[config.mk]
export PLATFORM = sky130hd
export DESIGN_NAME = mul2x2_seq_scheduler
export DESIGN_NICKNAME = d
export VERILOG_FILES = /design/src/rtl/mul_sched_pkg.sv /design/src/rtl/mul2x2_core.sv /design/src/rtl/mul2x2_seq_scheduler.sv
export SDC_FILE = /design/constraint.sdc
export NUM_CORES = 1
export LEC_CHECK = 0
export ABC_AREA = 1
export BUFFER_PORTS_ARGS = -buffer_cell sky130_fd_sc_hd__buf_2
export CAP_MARGIN = 20
export CORE_MARGIN = 2
export CORE_UTILIZATION = 28
export CTS_CLUSTER_SIZE = 12
export DETAILED_ROUTE_END_ITERATION = 10
export PLACE_DENSITY_LB_ADDON = 0.1
export SYNTH_ARGS = -nofsm -noshare
export SYNTH_HDL_FRONTEND = slang
export SYNTH_SLANG_ARGS = --single-unit
[constraint.sdc]
create_clock -name clk -period 3.22 [get_ports clk]
set_input_delay 0.483 -clock clk [delete_from_list [all_inputs] [get_ports clk]]
set_output_delay 0.483 -clock clk [all_outputs]
set_load 0.02 [all_outputs]
[src/rtl/mul_sched_pkg.sv]
// Shared types and helpers for the radix-4 sequenced multiplier.
// The digit helper works on a fixed maximum width so any operand width up to MAX_VEC_W can use it.
package mul_sched_pkg;

  typedef enum logic [1:0] {
    IDLE,
    RUN,
    DONE
  } state_t;

  localparam int DIGIT_W   = 2;
  localparam int CORE_P_W  = 4;
  localparam int MAX_VEC_W = 64;

  function automatic logic [DIGIT_W-1:0] digit_sel(input logic [MAX_VEC_W-1:0] vec,
                                                   input int unsigned idx);
    logic [MAX_VEC_W-1:0] shifted;
    shifted = vec >> (idx * DIGIT_W);
    return shifted[DIGIT_W-1:0];
  endfunction

endpackage

[src/rtl/mul2x2_core.sv]
// Exact combinational 2x2-bit unsigned multiplier.
// It can be replaced by generated approximate variants with the same ports.
module mul2x2_core
  import mul_sched_pkg::*;
(
  input  logic [DIGIT_W-1:0]  a,
  input  logic [DIGIT_W-1:0]  b,
  output logic [CORE_P_W-1:0] p
);

  assign p = CORE_P_W'(a) * CORE_P_W'(b);

endmodule

[src/rtl/mul2x2_seq_scheduler.sv]
// Computes WIDTH x WIDTH unsigned products by issuing one radix-4 digit pair per cycle
// to a single 2x2 core and accumulating the shifted partial products.
module mul2x2_seq_scheduler
  import mul_sched_pkg::*;
#(
  parameter int WIDTH = 8
) (
  input  logic               clk,
  input  logic               rst_n,
  input  logic               in_valid,
  output logic               in_ready,
  input  logic [WIDTH-1:0]   in_a,
  input  logic [WIDTH-1:0]   in_b,
  input  logic               flush,
  output logic               out_valid,
  input  logic               out_ready,
  output logic [2*WIDTH-1:0] out_p,
  output logic               busy
);

  localparam int DIGITS = WIDTH / 2;
  localparam int CW     = $clog2(DIGITS);
  localparam logic [CW-1:0] LAST = CW'(DIGITS - 1);

  state_t state, state_next;

  logic [WIDTH-1:0]    a_reg, b_reg;
  logic [CW-1:0]       i_cnt, j_cnt;
  logic [2*WIDTH-1:0]  acc, partial, sum;
  logic [DIGIT_W-1:0]  core_a, core_b;
  logic [CORE_P_W-1:0] core_p;
  logic [CW+1:0]       shamt;
  logic                accept, last_op;

  // Core inputs come only from registered operands and counters.
  assign core_a  = digit_sel(MAX_VEC_W'(a_reg), 32'(i_cnt));
  assign core_b  = digit_sel(MAX_VEC_W'(b_reg), 32'(j_cnt));
  assign shamt   = ({2'b00, i_cnt} + {2'b00, j_cnt}) << 1;
  assign partial = (2*WIDTH)'(core_p) << shamt;
  assign sum     = acc + partial;
  assign last_op = (i_cnt == LAST) && (j_cnt == LAST);
  assign accept  = in_valid && in_ready;

  mul2x2_core u_core (
    .a (core_a),
    .b (core_b),
    .p (core_p)
  );

  always_ff @(posedge clk or negedge rst_n) begin
    if (!rst_n) state <= IDLE;
    else        state <= state_next;
  end

  always_comb begin
    state_next = state;
    in_ready   = 1'b0;
    busy       = 1'b0;
    case (state)
      IDLE: begin
        in_ready = !flush;
        if (in_valid && !flush) state_next = RUN;
      end
      RUN: begin
        busy = 1'b1;
        if (last_op) state_next = DONE;
      end
      DONE: begin
        if (out_ready) state_next = IDLE;
      end
      default: state_next = IDLE;
    endcase
    if (flush) state_next = IDLE;
  end

  // flush wins over every other update, including the DONE handshake.
  always_ff @(posedge clk or negedge rst_n) begin
    if (!rst_n) begin
      a_reg     <= '0;
      b_reg     <= '0;
      acc       <= '0;
      i_cnt     <= '0;
      j_cnt     <= '0;
      out_p     <= '0;
      out_valid <= 1'b0;
    end else if (flush) begin
      acc       <= '0;
      i_cnt     <= '0;
      j_cnt     <= '0;
      out_p     <= '0;
      out_valid <= 1'b0;
    end else begin
      case (state)
        IDLE: begin
          if (accept) begin
            a_reg <= in_a;
            b_reg <= in_b;
            acc   <= '0;
            i_cnt <= '0;
            j_cnt <= '0;
          end
        end
        RUN: begin
          acc <= sum;
          if (last_op) begin
            i_cnt     <= '0;
            j_cnt     <= '0;
            out_p     <= sum;
            out_valid <= 1'b1;
          end else if (j_cnt == LAST) begin
            j_cnt <= '0;
            i_cnt <= i_cnt + CW'(1);
          end else begin
            j_cnt <= j_cnt + CW'(1);
          end
        end
        DONE: begin
          if (out_ready) out_valid <= 1'b0;
        end
        default: ;
      endcase
    end
  end

endmodule
==> flow_summary_export.csv, run 1 <==
group,metric,value,unit
setup_path,start_kind,"register",
place,gp_congestion,0.8609,
synth,yosys.cell_types.count,31,
worst_hold_path,hold_path_class,"in -> async",
synth,synth-xor-area-share,0.5031,%
global_route,grt_pass1_vias,3077,
setup_path,cp_slowest_cell,"dfrtp_2",
layout,drive_gt1_share,20.19,%
drt,via_per_inst,4.400,
clock_network,ctsLongestPathBuffers,2,
global_route,grt_pass1_wl,15.26,mm
place,io_buffers,39,
drt,totalWireLength,9.147,mm
clock_network,cts_tree,"built",
synth,synth_top_family_by_area,"simple AND/OR/NAND/NOR gates",
clock_network,cts_hold_buf,0,
die,io_pins,40,
synth,synthFlopType,"dfrtp_1",
drt,first_pass_iters,4,
clock_network,clkTransAtPathRegs,0.07,ns
synth,yosysTopAreaCellShare,39.53,%
setup_path,rr_worst_depth,17,
sta,fin_skew,0.006447,ns
global_route,overflow,0,
clock_network,cts_sinks,55,
synth,synth-simple-area-share,32.23,%
setup_path,crit_cells,17,
clock_network,ctsHtreeMaxLevel,2,
setup_path,cp-end-kind,"register",
drt,vias,3049,
power,ir_worst_vdd,0.2534,mV
clock_network,clk_latency,0.30,ns
sta,post-route-min-period,2.981,ns
layout,nets,567,
synth,ys_async_sr_fraction,100.0,%
synth,syn-cell-area,0.003482,sq mm
sta,slew_violations,0,
flow_run,cap_violations,0,
sta,finalSetupViolations,0,
sta,max_slew_margin,65.06,%
clock_network,clockRootBuffer,"clkbuf_16",
global_route,grt_max_degree,21,
synth,synth_largest_area_cell,"dfrtp_1",
synth,synth_cells,471,
sta,max_freq,335.4,MHz
die,die-area,0.01334,sq mm
die,core_area,0.01206,sq mm
die,die_y,115.5,um
synth,synth_area_leaders,"dfrtp_1, nand2_1, ha_1",
synth,synth.most_common_cell,"nand2_1",
setup_path,required,3.39,ns
drt,drt-initial-drc-count,99,
die,start_util,28.87,%
layout,largestRegisters,"acc: 16 flops, out_p: 16 flops",
synth,synthAdderAreaFrac,8.336,%
synth,synth_warnings,0,
place,dpl.hpwl,7.230,mm
setup_path,r2r_start,"j_cnt[0]$_DFFE_PN0P_",
place,dpl.cell_count,679,
sta,period_share,92.59,%
layout,antenna_cells,0,
power,powerDensity,417.4,mW/mm^2
drt,drc,0,
sta,finalHoldViolations,0,
place,place_ws,0.02947,ns
sta,hold_slack,0.1344,ns
setup_path,crit_path_max_fanout,7,
setup_path,path_cells,"buf_4, nand2_1, nand3_1, nand2_1, nor2_1, ha_1, ha_1, nand2_1, nand2_1, nand2_1, nor2_1, ha_1, or2_2, and2_1, or2_2, nand3_1, o21ai_0",
setup_path,r2r_slack,0.24,ns
setup_path,worstSetupPathType,"reg -> reg",
setup_path,critPathLaunch,"j_cnt[0]$_DFFE_PN0P_",
synth,syn-num-nets,514,
setup_path,crit_buf_inv,1,
synth,synth_compound_area_share,5.929,%
setup_path,slowest_delay,0.46,ns
layout,syn_to_final_growth,19.22,%
setup_path,crit_end,"out_p[3]$_DFFE_PN0P_",
sta,tightest_slew,0.5235,ns
die,num_rows,40,
synth,synthTopCellsByCount,"nand2_1, inv_1, dfrtp_1, nor2_1, nand3_1",
setup_path,critPathArrivalTime,3.15,ns
global_route,antenna_found_initial,0,
global_route,grt_use_total,14.68,%
synth,yosysSeqAreaShare,39.53,%
synth,synth_edf_count,0,
layout,final_core_utilization,34.42,%
synth,ys_seq_elements,55,
layout,stdcell_count,693,
power,power.leakage,2.342,nW
drt,final_antenna_net_count,0,
synth,synth_mux_area_share,5.174,%
setup_path,cp_top_family,"simple AND/OR/NAND/NOR gates",
clock_network,numCtsBuffers,5,
synth,syn_avg_cell_area,7.393,sq um
drt,wl_per_cell,13.20,um
setup_path,timing.rr.end,"out_p[3]$_DFFE_PN0P_",
sta,setup_slack,0.2386,ns
die,dieWidth,115.5,um
setup_path,crit_top_cell,"nand2_1",
outcome,run_status,"finished, final reports clean",
[per-stage QoR]
stage          total power (W)  instance area (sq um)  setup TNS, ns
5_1_grt               0.001843                   4151       -0.06058
6_report              0.001733                   4151              0
4_1_cts               0.001734                   4055              0
3_5_place_dp          0.001180                   3914              0
2_1_floorplan         0.001055                   3482              0
3_3_place_gp          0.001177                   3914              0
[what timing repair did]
action / CTS / global route
buffers inserted: 0 / 6
resized for setup: 0 / 23
setup endpoints to repair: 0 / 26
[logic make-up (layout without fill, tap and decap cells)]
kind of cell / after synthesis / in the layout
xor gates and xnor gates: 2 / 2
adders and majority gates: 22 / 22
muxes: 16 / 16
AOI/OAI and AO/OA: 37 / 37
DFF: 55 / 55
buffers and inverters: 75 / 129
and+or+nand+nor: 264 / 264
[where the power goes]
part	total (W)	switching (W)	leakage [nW]	internal [W]
Sequential	0.000788	0.0000387	0.727	0.000749
Clock	0.000542	0.000254	0.0669	0.000288
Combinational	0.000403	0.000238	1.55	0.000165
[layout by cell type, fill, tap and decap left out, drive strengths merged]
| cell | instances |
|---|---|
| a21oi | 12 |
| a31oi | 1 |
| a32o | 2 |
| and2 | 2 |
| buf | 53 |
| clkbuf | 6 |
| clkinv | 1 |
| clkinvlp | 1 |
| dfrtp | 55 |
| fa | 2 |
| ha | 20 |
| inv | 68 |
| mux2 | 16 |
| nand2 | 171 |
| nand3 | 34 |
| nand4 | 9 |
| nor2 | 38 |
| nor3 | 5 |
| o21ai | 20 |
| o22ai | 2 |
| or2 | 5 |
| xnor2 | 2 |
[worst register-to-register path, stage by stage, from the launching register on]
cell	delay (ns)
dfrtp_2	0.46
buf_4	0.15
nand2_1	0.05
nand3_1	0.07
nand2_1	0.10
nor2_1	0.06
ha_1	0.17
ha_1	0.28
nand2_1	0.08
nand2_1	0.07
nand2_1	0.08
nor2_1	0.05
ha_1	0.30
or2_2	0.30
and2_1	0.18
or2_2	0.27
nand3_1	0.09
o21ai_0	0.08
[area by class of cell]
cell class | instances | area (sq um)
clock inverters | 2 | 12.51
repair buffers | 53 | 300.3
well taps | 168 | 210.2
flip-flops and latches | 55 | 1379
fillers | 1342 | 7910
clock buffers | 6 | 128.9
multi-input cells | 341 | 1866
inverters | 68 | 255.2
[layer usage]
metal / vias to the layer above / GRT usage (%) / part of all wire (%)
li1: 1596 / - / -
met1: 1399 / 18.91 / 48
met2: 43 / 24.87 / 47
met3: 11 / 2.354 / 2.9
met4: 0 / 5.382 / 2.1
met5: - / 0 / 0
[worst min-delay path by stage]
stage / startpoint / endpoint
3_5_place_dp: out_p[13]$_DFFE_PN0P_ / out_p[13]$_DFFE_PN0P_
3_3_place_gp: out_p[15]$_DFFE_PN0P_ / out_p[15]$_DFFE_PN0P_
4_1_cts: rst_n / out_p[0]$_DFFE_PN0P_
6_report: rst_n / out_p[6]$_DFFE_PN0P_
2_1_floorplan: rst_n / a_reg[0]$_DFFE_PN0P_
5_1_grt: rst_n / out_p[0]$_DFFE_PN0P_
Power figures use the tool's default switching activity.
==> run 2, diff against run 1 <==
Settings changed: CELL_PAD_IN_SITES_DETAIL_PLACEMENT set to 1, CELL_PAD_IN_SITES_GLOBAL_PLACEMENT set to 2, SLEW_MARGIN set to 20, TNS_END_PERCENT set to 30.
==> flow_summary_export.csv, run 2 (synthesized netlist as in run 1, its figures left out) <==
group,metric,value,unit
die,num_rows,40,
setup_path,slowest_delay,0.47,ns
power,powerDensity,411.2,mW/mm^2
place,gp_congestion,0.8286,
setup_path,crit_end,"acc[14]$_DFFE_PN0P_",
setup_path,r2r_slack,0.17,ns
power,finalPower,0.001832,W
drt,vias,3227,
setup_path,critPathLaunch,"i_cnt[0]$_DFFE_PN0P_",
clock_network,clkTransAtPathRegs,0.08,ns
die,start_util,28.87,%
setup_path,r2r_start,"i_cnt[0]$_DFFE_PN0P_",
sta,max_slew_margin,61.54,%
sta,finalHoldViolations,0,
drt,via_per_inst,4.577,
place,io_buffers,39,
clock_network,numCtsBuffers,5,
power,power_switching,0.0006003,W
setup_path,worstSetupPathType,"reg -> reg",
sta,finalSetupViolations,0,
outcome,run_status,"finished, final reports clean",
power,p_seq_share,42.9,%
global_route,grt_pass1_wl,17.08,mm
drt,wl_per_cell,14.82,um
sta,setup_slack,0.1653,ns
power,p_comb_share,25.1,%
clock_network,cts_hold_buf,0,
sta,fin_skew,0.01026,ns
power,pwr-share-clk,32.0,%
global_route,antenna_found_initial,0,
sta,tightest_slew,0.5755,ns
place,place_ws,-0.3028,ns
power,power.internal,0.001232,W
die,die-area,0.01334,sq mm
clock_network,ctsLongestPathBuffers,2,
layout,nets,579,
global_route,overflow,0,
drt,final_antenna_net_count,0,
layout,final_cell_mix,"nand2_1, inv_1, dfrtp_1, buf_2",
global_route,grt_max_degree,37,
power,switching_share,32.76,%
layout,antenna_cells,0,
die,dieWidth,115.5,um
worst_hold_path,hold_path_class,"in -> async",
global_route,grt_use_total,16.77,%
clock_network,cts_sinks,55,
setup_path,start_kind,"register",
sta,period_share,94.87,%
global_route,grt_pass1_vias,3434,
die,core_area,0.01206,sq mm
drt,drc,0,
flow_run,cap_violations,0,
clock_network,clockRootBuffer,"clkbuf_16",
setup_path,rr_worst_depth,20,
setup_path,critPathArrivalTime,3.31,ns
power,ir_worst_vdd,0.2058,mV
sta,post-route-min-period,3.055,ns
clock_network,cts_tree,"built",
die,die_y,115.5,um
layout,syn_to_final_growth,27.96,%
clock_network,clk_latency,0.31,ns
setup_path,crit_path_max_fanout,6,
setup_path,timing.rr.end,"acc[14]$_DFFE_PN0P_",
setup_path,cp-end-kind,"register",
layout,final_common_cell,"nand2_1",
clock_network,ctsHtreeMaxLevel,2,
drt,first_pass_iters,4,
setup_path,cp_slowest_cell,"dfrtp_2",
drt,drt-initial-drc-count,90,
sta,slew_violations,0,
sta,rsz0062_at_grt,"true",
place,dpl.hpwl,8.297,mm
die,io_pins,40,
sta,hold_slack,0.1204,ns
power,power.leakage,2.415,nW
sta,tns,0,ns
setup_path,crit_top_cell,"nand2_1",
sta,max_freq,327.4,MHz
setup_path,required,3.47,ns
layout,largestRegisters,"acc: 16 flops, out_p: 16 flops",
layout,drive_gt1_share,30.54,%
drt,totalWireLength,10.45,mm
setup_path,path_cells,"inv_4, nand2_1, a32o_2, nor2_2, ha_1, ha_1, inv_1, o21ai_2, nand2_1, nor2_1, ha_1, nand2_1, nand2_1, a21oi_2, nand2_2, nand2_2, nand2_1, nand2_1, nand3_1, nand2_1",
[run 2: power by group through the flow]
stage                     registers (W)  logic, W  clock network (W)
after floorplan                0.000791  0.000264                  0
after global placement         0.000799  0.000400                  0
after detailed placement       0.000800  0.000410                  0
after CTS                      0.000787  0.000413           0.000609
after global routing           0.000795  0.000521           0.000637
final                          0.000786  0.000460           0.000586
[run 2: worst min path at each step]
stage                                      from                    end  slack, ns  depth (start not counted)
final                                     rst_n   b_reg[7]$_DFFE_PN0P_       0.12                          1
after global routing                      rst_n   b_reg[7]$_DFFE_PN0P_       0.16                          1
after CTS                                 rst_n   b_reg[7]$_DFFE_PN0P_       0.13                          1
after detailed placement  out_p[11]$_DFFE_PN0P_  out_p[11]$_DFFE_PN0P_       0.47                          2
after global placement                    rst_n   b_reg[3]$_DFFE_PN0P_       0.46                          1
after floorplan                           rst_n   a_reg[0]$_DFFE_PN0P_       0.19                          0
[run 2: repair_timing]
item                                    CTS  global route
resized for setup                         6            72
gates cloned                              0             0
buffers inserted                          0             5
endpoints found under the setup margin   23            26
pin swaps                                 0            17
[run 2: layer usage]
metal	share of wire (%)	global-route usage, %
met5	0	0
met4	1.3	5.060
met3	1.7	2.249
met2	51	30.60
met1	46	20.49
[run 2: area by class of cell]
class	instances	area [sq um]
well taps	168	210.2
flip-flops and latches	55	1379
multi-input cells	341	2069
clock buffers	5	125.1
repair buffers	65	390.4
clock inverters	3	23.77
fillers	1497	7606
inverters	68	257.7
[run 2: critical path: cells and delay by family (launching register included)]
family / cells / cell delay, ns
AO/OA/AOI/OAI: 3 / 0.58
adder cells (fa/ha/maj): 3 / 0.59
buffers and inverters: 2 / 0.17
flip-flops: 1 / 0.47
AND/OR/NAND/NOR: 12 / 1.18
[run 2: through the flow]
step	cells	utilization [%]	cell area, sq um
after floorplan	471	-	3482
after global placement	692	33.26	4011
after detailed placement	692	33.26	4011
after CTS	700	34.61	4174
after global routing	705	36.94	4456
final	705	36.94	4456
==> run 3, diff against run 2 <==
Settings changed: CELL_PAD_IN_SITES_GLOBAL_PLACEMENT 2 to 1, SYNTH_HIERARCHICAL set to 1.
==> flow_summary_export.csv, run 3 <==
group,metric,value,unit
die,io_pins,40,
clock_network,cts_tree,"built",
die,num_rows,40,
synth,synth_largest_area_cell,"dfrtp_1",
drt,drt-initial-drc-count,95,
sta,max_freq,324.6,MHz
synth,syn-cell-area,0.003501,sq mm
sta,finalSetupViolations,0,
die,die_y,115.8,um
setup_path,slowest_delay,0.58,ns
clock_network,ctsHtreeMaxLevel,2,
layout,nets,591,
synth,syn-num-nets,506,
clock_network,clkTransAtPathRegs,0.07,ns
synth,synth_cells,463,
global_route,grt_pass1_vias,3575,
synth,synthFlopType,"dfrtp_1",
die,start_util,28.90,%
synth,synth_warnings,6,
place,gp_congestion,0.8429,
synth,ys_seq_elements,55,
global_route,antenna_found_initial,0,
setup_path,r2r_slack,0.14,ns
place,io_buffers,39,
setup_path,critPathArrivalTime,3.28,ns
clock_network,clk_latency,0.30,ns
power,power.internal,0.001298,W
clock_network,cts_hold_buf,0,
setup_path,crit_top_cell,"nand2_2",
synth,yosysTopAreaCellShare,39.31,%
setup_path,crit_path_max_fanout,6,
global_route,grt_pass1_wl,17.27,mm
global_route,overflow,0,
layout,final_common_cell,"nand2_1",
power,power.leakage,2.556,nW
clock_network,numCtsBuffers,5,
sta,post-route-min-period,3.081,ns
power,ir_worst_vdd,0.2739,mV
sta,tns,0,ns
sta,finalHoldViolations,0,
drt,totalWireLength,10.65,mm
power,power_switching,0.0006080,W
sta,period_share,95.67,%
drt,drc,0,
sta,rsz0062_at_grt,"true",
flow_run,cap_violations,0,
setup_path,timing.rr.end,"out_p[10]$_DFFE_PN0P_",
power,powerDensity,409.8,mW/mm^2
setup_path,rr_worst_depth,19,
outcome,run_status,"finished, final reports clean",
global_route,grt_use_total,16.82,%
die,die-area,0.01341,sq mm
setup_path,path_cells,"buf_4, ha_1, inv_2, fa_2, buf_6, nand3_4, nor2_4, ha_2, inv_1, fa_2, inv_2, nand4_1, nand2_2, buf_4, nand2_2, nand2_2, nand2_2, nand4_1, nand2_1",
setup_path,r2r_start,"j_cnt[0]$_DFFE_PN0P_",
setup_path,start_kind,"register",
clock_network,clockRootBuffer,"clkbuf_16",
setup_path,cp-end-kind,"register",
worst_hold_path,hold_path_class,"in -> async",
synth,synthTopCellsByCount,"nand2_1, inv_1, dfrtp_1, nor2_1, nand3_1",
setup_path,crit_buf_inv,6,
sta,tightest_slew,0.6683,ns
layout,syn_to_final_growth,32.84,%
sta,slew_violations,0,
global_route,grt_max_degree,31,
setup_path,cp_top_family,"adder cells",
die,dieWidth,115.8,um
clock_network,cts_sinks,55,
power,p_comb_share,29.8,%
setup_path,required,3.42,ns
power,switching_share,31.91,%
synth,synth_area_leaders,"dfrtp_1, nand2_1, ha_1",
synth,synth_edf_count,0,
synth,syn_avg_cell_area,7.561,sq um
drt,vias,3344,
layout,final_cell_mix,"nand2_1, inv_1, dfrtp_1, buf_4, buf_2",
sta,max_slew_margin,55.45,%
synth,yosys.cell_types.count,31,
power,pwr-share-clk,28.7,%
setup_path,cp_slowest_cell,"fa_2",
synth,synth.most_common_cell,"nand2_1",
die,core_area,0.01211,sq mm
drt,wl_per_cell,14.85,um
synth,ys_async_sr_fraction,100.0,%
drt,final_antenna_net_count,0,
power,p_seq_share,41.5,%
power,finalPower,0.001906,W
synth,yosysSeqAreaShare,39.31,%
layout,antenna_cells,0,
clock_network,ctsLongestPathBuffers,2,
setup_path,worstSetupPathType,"reg -> reg",
sta,fin_skew,0.008068,ns
layout,largestRegisters,"acc: 16 flops, out_p: 16 flops",
place,dpl.hpwl,8.321,mm
layout,drive_gt1_share,34.97,%
drt,first_pass_iters,4,
drt,via_per_inst,4.664,
run 3: final cells by class:
cell class	instances	area, sq um
fillers	1508	7461
multi-input cells	332	2110
flip-flops and latches	55	1378
repair buffers	84	540.5
inverters	70	267.8
well taps	168	210.2
clock buffers	5	125.1
clock inverters	3	20.02
run 3: worst reg2reg max path: stages (launching register included):
cell and delay [ns]:
dfrtp_2 0.41, buf_4 0.12, ha_1 0.14, inv_2 0.04
fa_2 0.59, buf_6 0.13, nand3_4 0.09, nor2_4 0.13
ha_2 0.18, inv_1 0.06, fa_2 0.37, inv_2 0.07
nand4_1 0.09, nand2_2 0.09, buf_4 0.12, nand2_2 0.06
nand2_2 0.07, nand2_2 0.07, nand4_1 0.10, nand2_1 0.05
run 3: worst max path at each step:
stage                    startpoint               endpoint  slack (ns)  depth (start not counted)
3_5_place_dp   i_cnt[0]$_DFFE_PN0P_    acc[11]$_DFFE_PN0P_       -0.16                         17
6_report       j_cnt[0]$_DFFE_PN0P_  out_p[10]$_DFFE_PN0P_        0.14                         19
2_1_floorplan  i_cnt[0]$_DFFE_PN0P_   out_p[3]$_DFFE_PN0P_        0.29                         15
5_1_grt        j_cnt[0]$_DFFE_PN0P_    acc[12]$_DFFE_PN0P_       -0.04                         16
4_1_cts        i_cnt[0]$_DFFE_PN0P_  out_p[10]$_DFFE_PN0P_       0.007                         22
3_3_place_gp   i_cnt[0]$_DFFE_PN0P_  out_p[11]$_DFFE_PN0P_        -0.1                         17
run 3: cell families (layout without fill, tap and decap cells):
kind of cell / after synthesis / count (layout) / share of synthesized area, %
xor gates and xnor gates: 2 / 2 / 0.5004
adders and majority gates: 22 / 22 / 8.292
muxes: 17 / 17 / 6.398
buffers and inverters: 76 / 162 / 8.470
DFF: 55 / 55 / 39.31
and+or+nand+nor: 245 / 245 / 29.95
AOI/OAI and AO/OA: 46 / 46 / 7.077
run 3: power by group through the flow:
stage / Combinational, W / Clock, W / Sequential, W
finish: 0.000568 / 0.000548 / 0.000790
CTS: 0.000491 / 0.000572 / 0.000789
detailed placement: 0.000465 / 0 / 0.000802
floorplan: 0.000296 / 0 / 0.000793
global route: 0.000628 / 0.000601 / 0.000799
global placement: 0.000454 / 0 / 0.000799
run 3: layer usage:
metal	share of wire [%]	GRT usage, %	wire length (um)
met1	44	20.36	4707
met3	1.7	2.458	183
met2	52	30.68	5564
met5	0	0	0
met4	1.8	5.397	191
run 3: what timing repair did:
item / CTS / global route
resized for setup: 13 / 66
buffers inserted: 1 / 9
endpoints found under the setup margin: 13 / 26
pin swaps: 2 / 19
run 3: through the flow:
step	hold WS (ns)	worst slack (ns)	util, %	instance area [sq um]	std cells
3_5_place_dp	0.4677	-0.1593	34.14	4135	699
6_report	0.2055	0.1394	38.40	4651	717
2_1_floorplan	0.1874	0.2907	-	3501	463
3_3_place_gp	0.4635	-0.09897	34.14	4135	699
4_1_cts	0.2268	0.006715	35.83	4339	708
5_1_grt	0.2616	-0.04156	38.40	4651	717
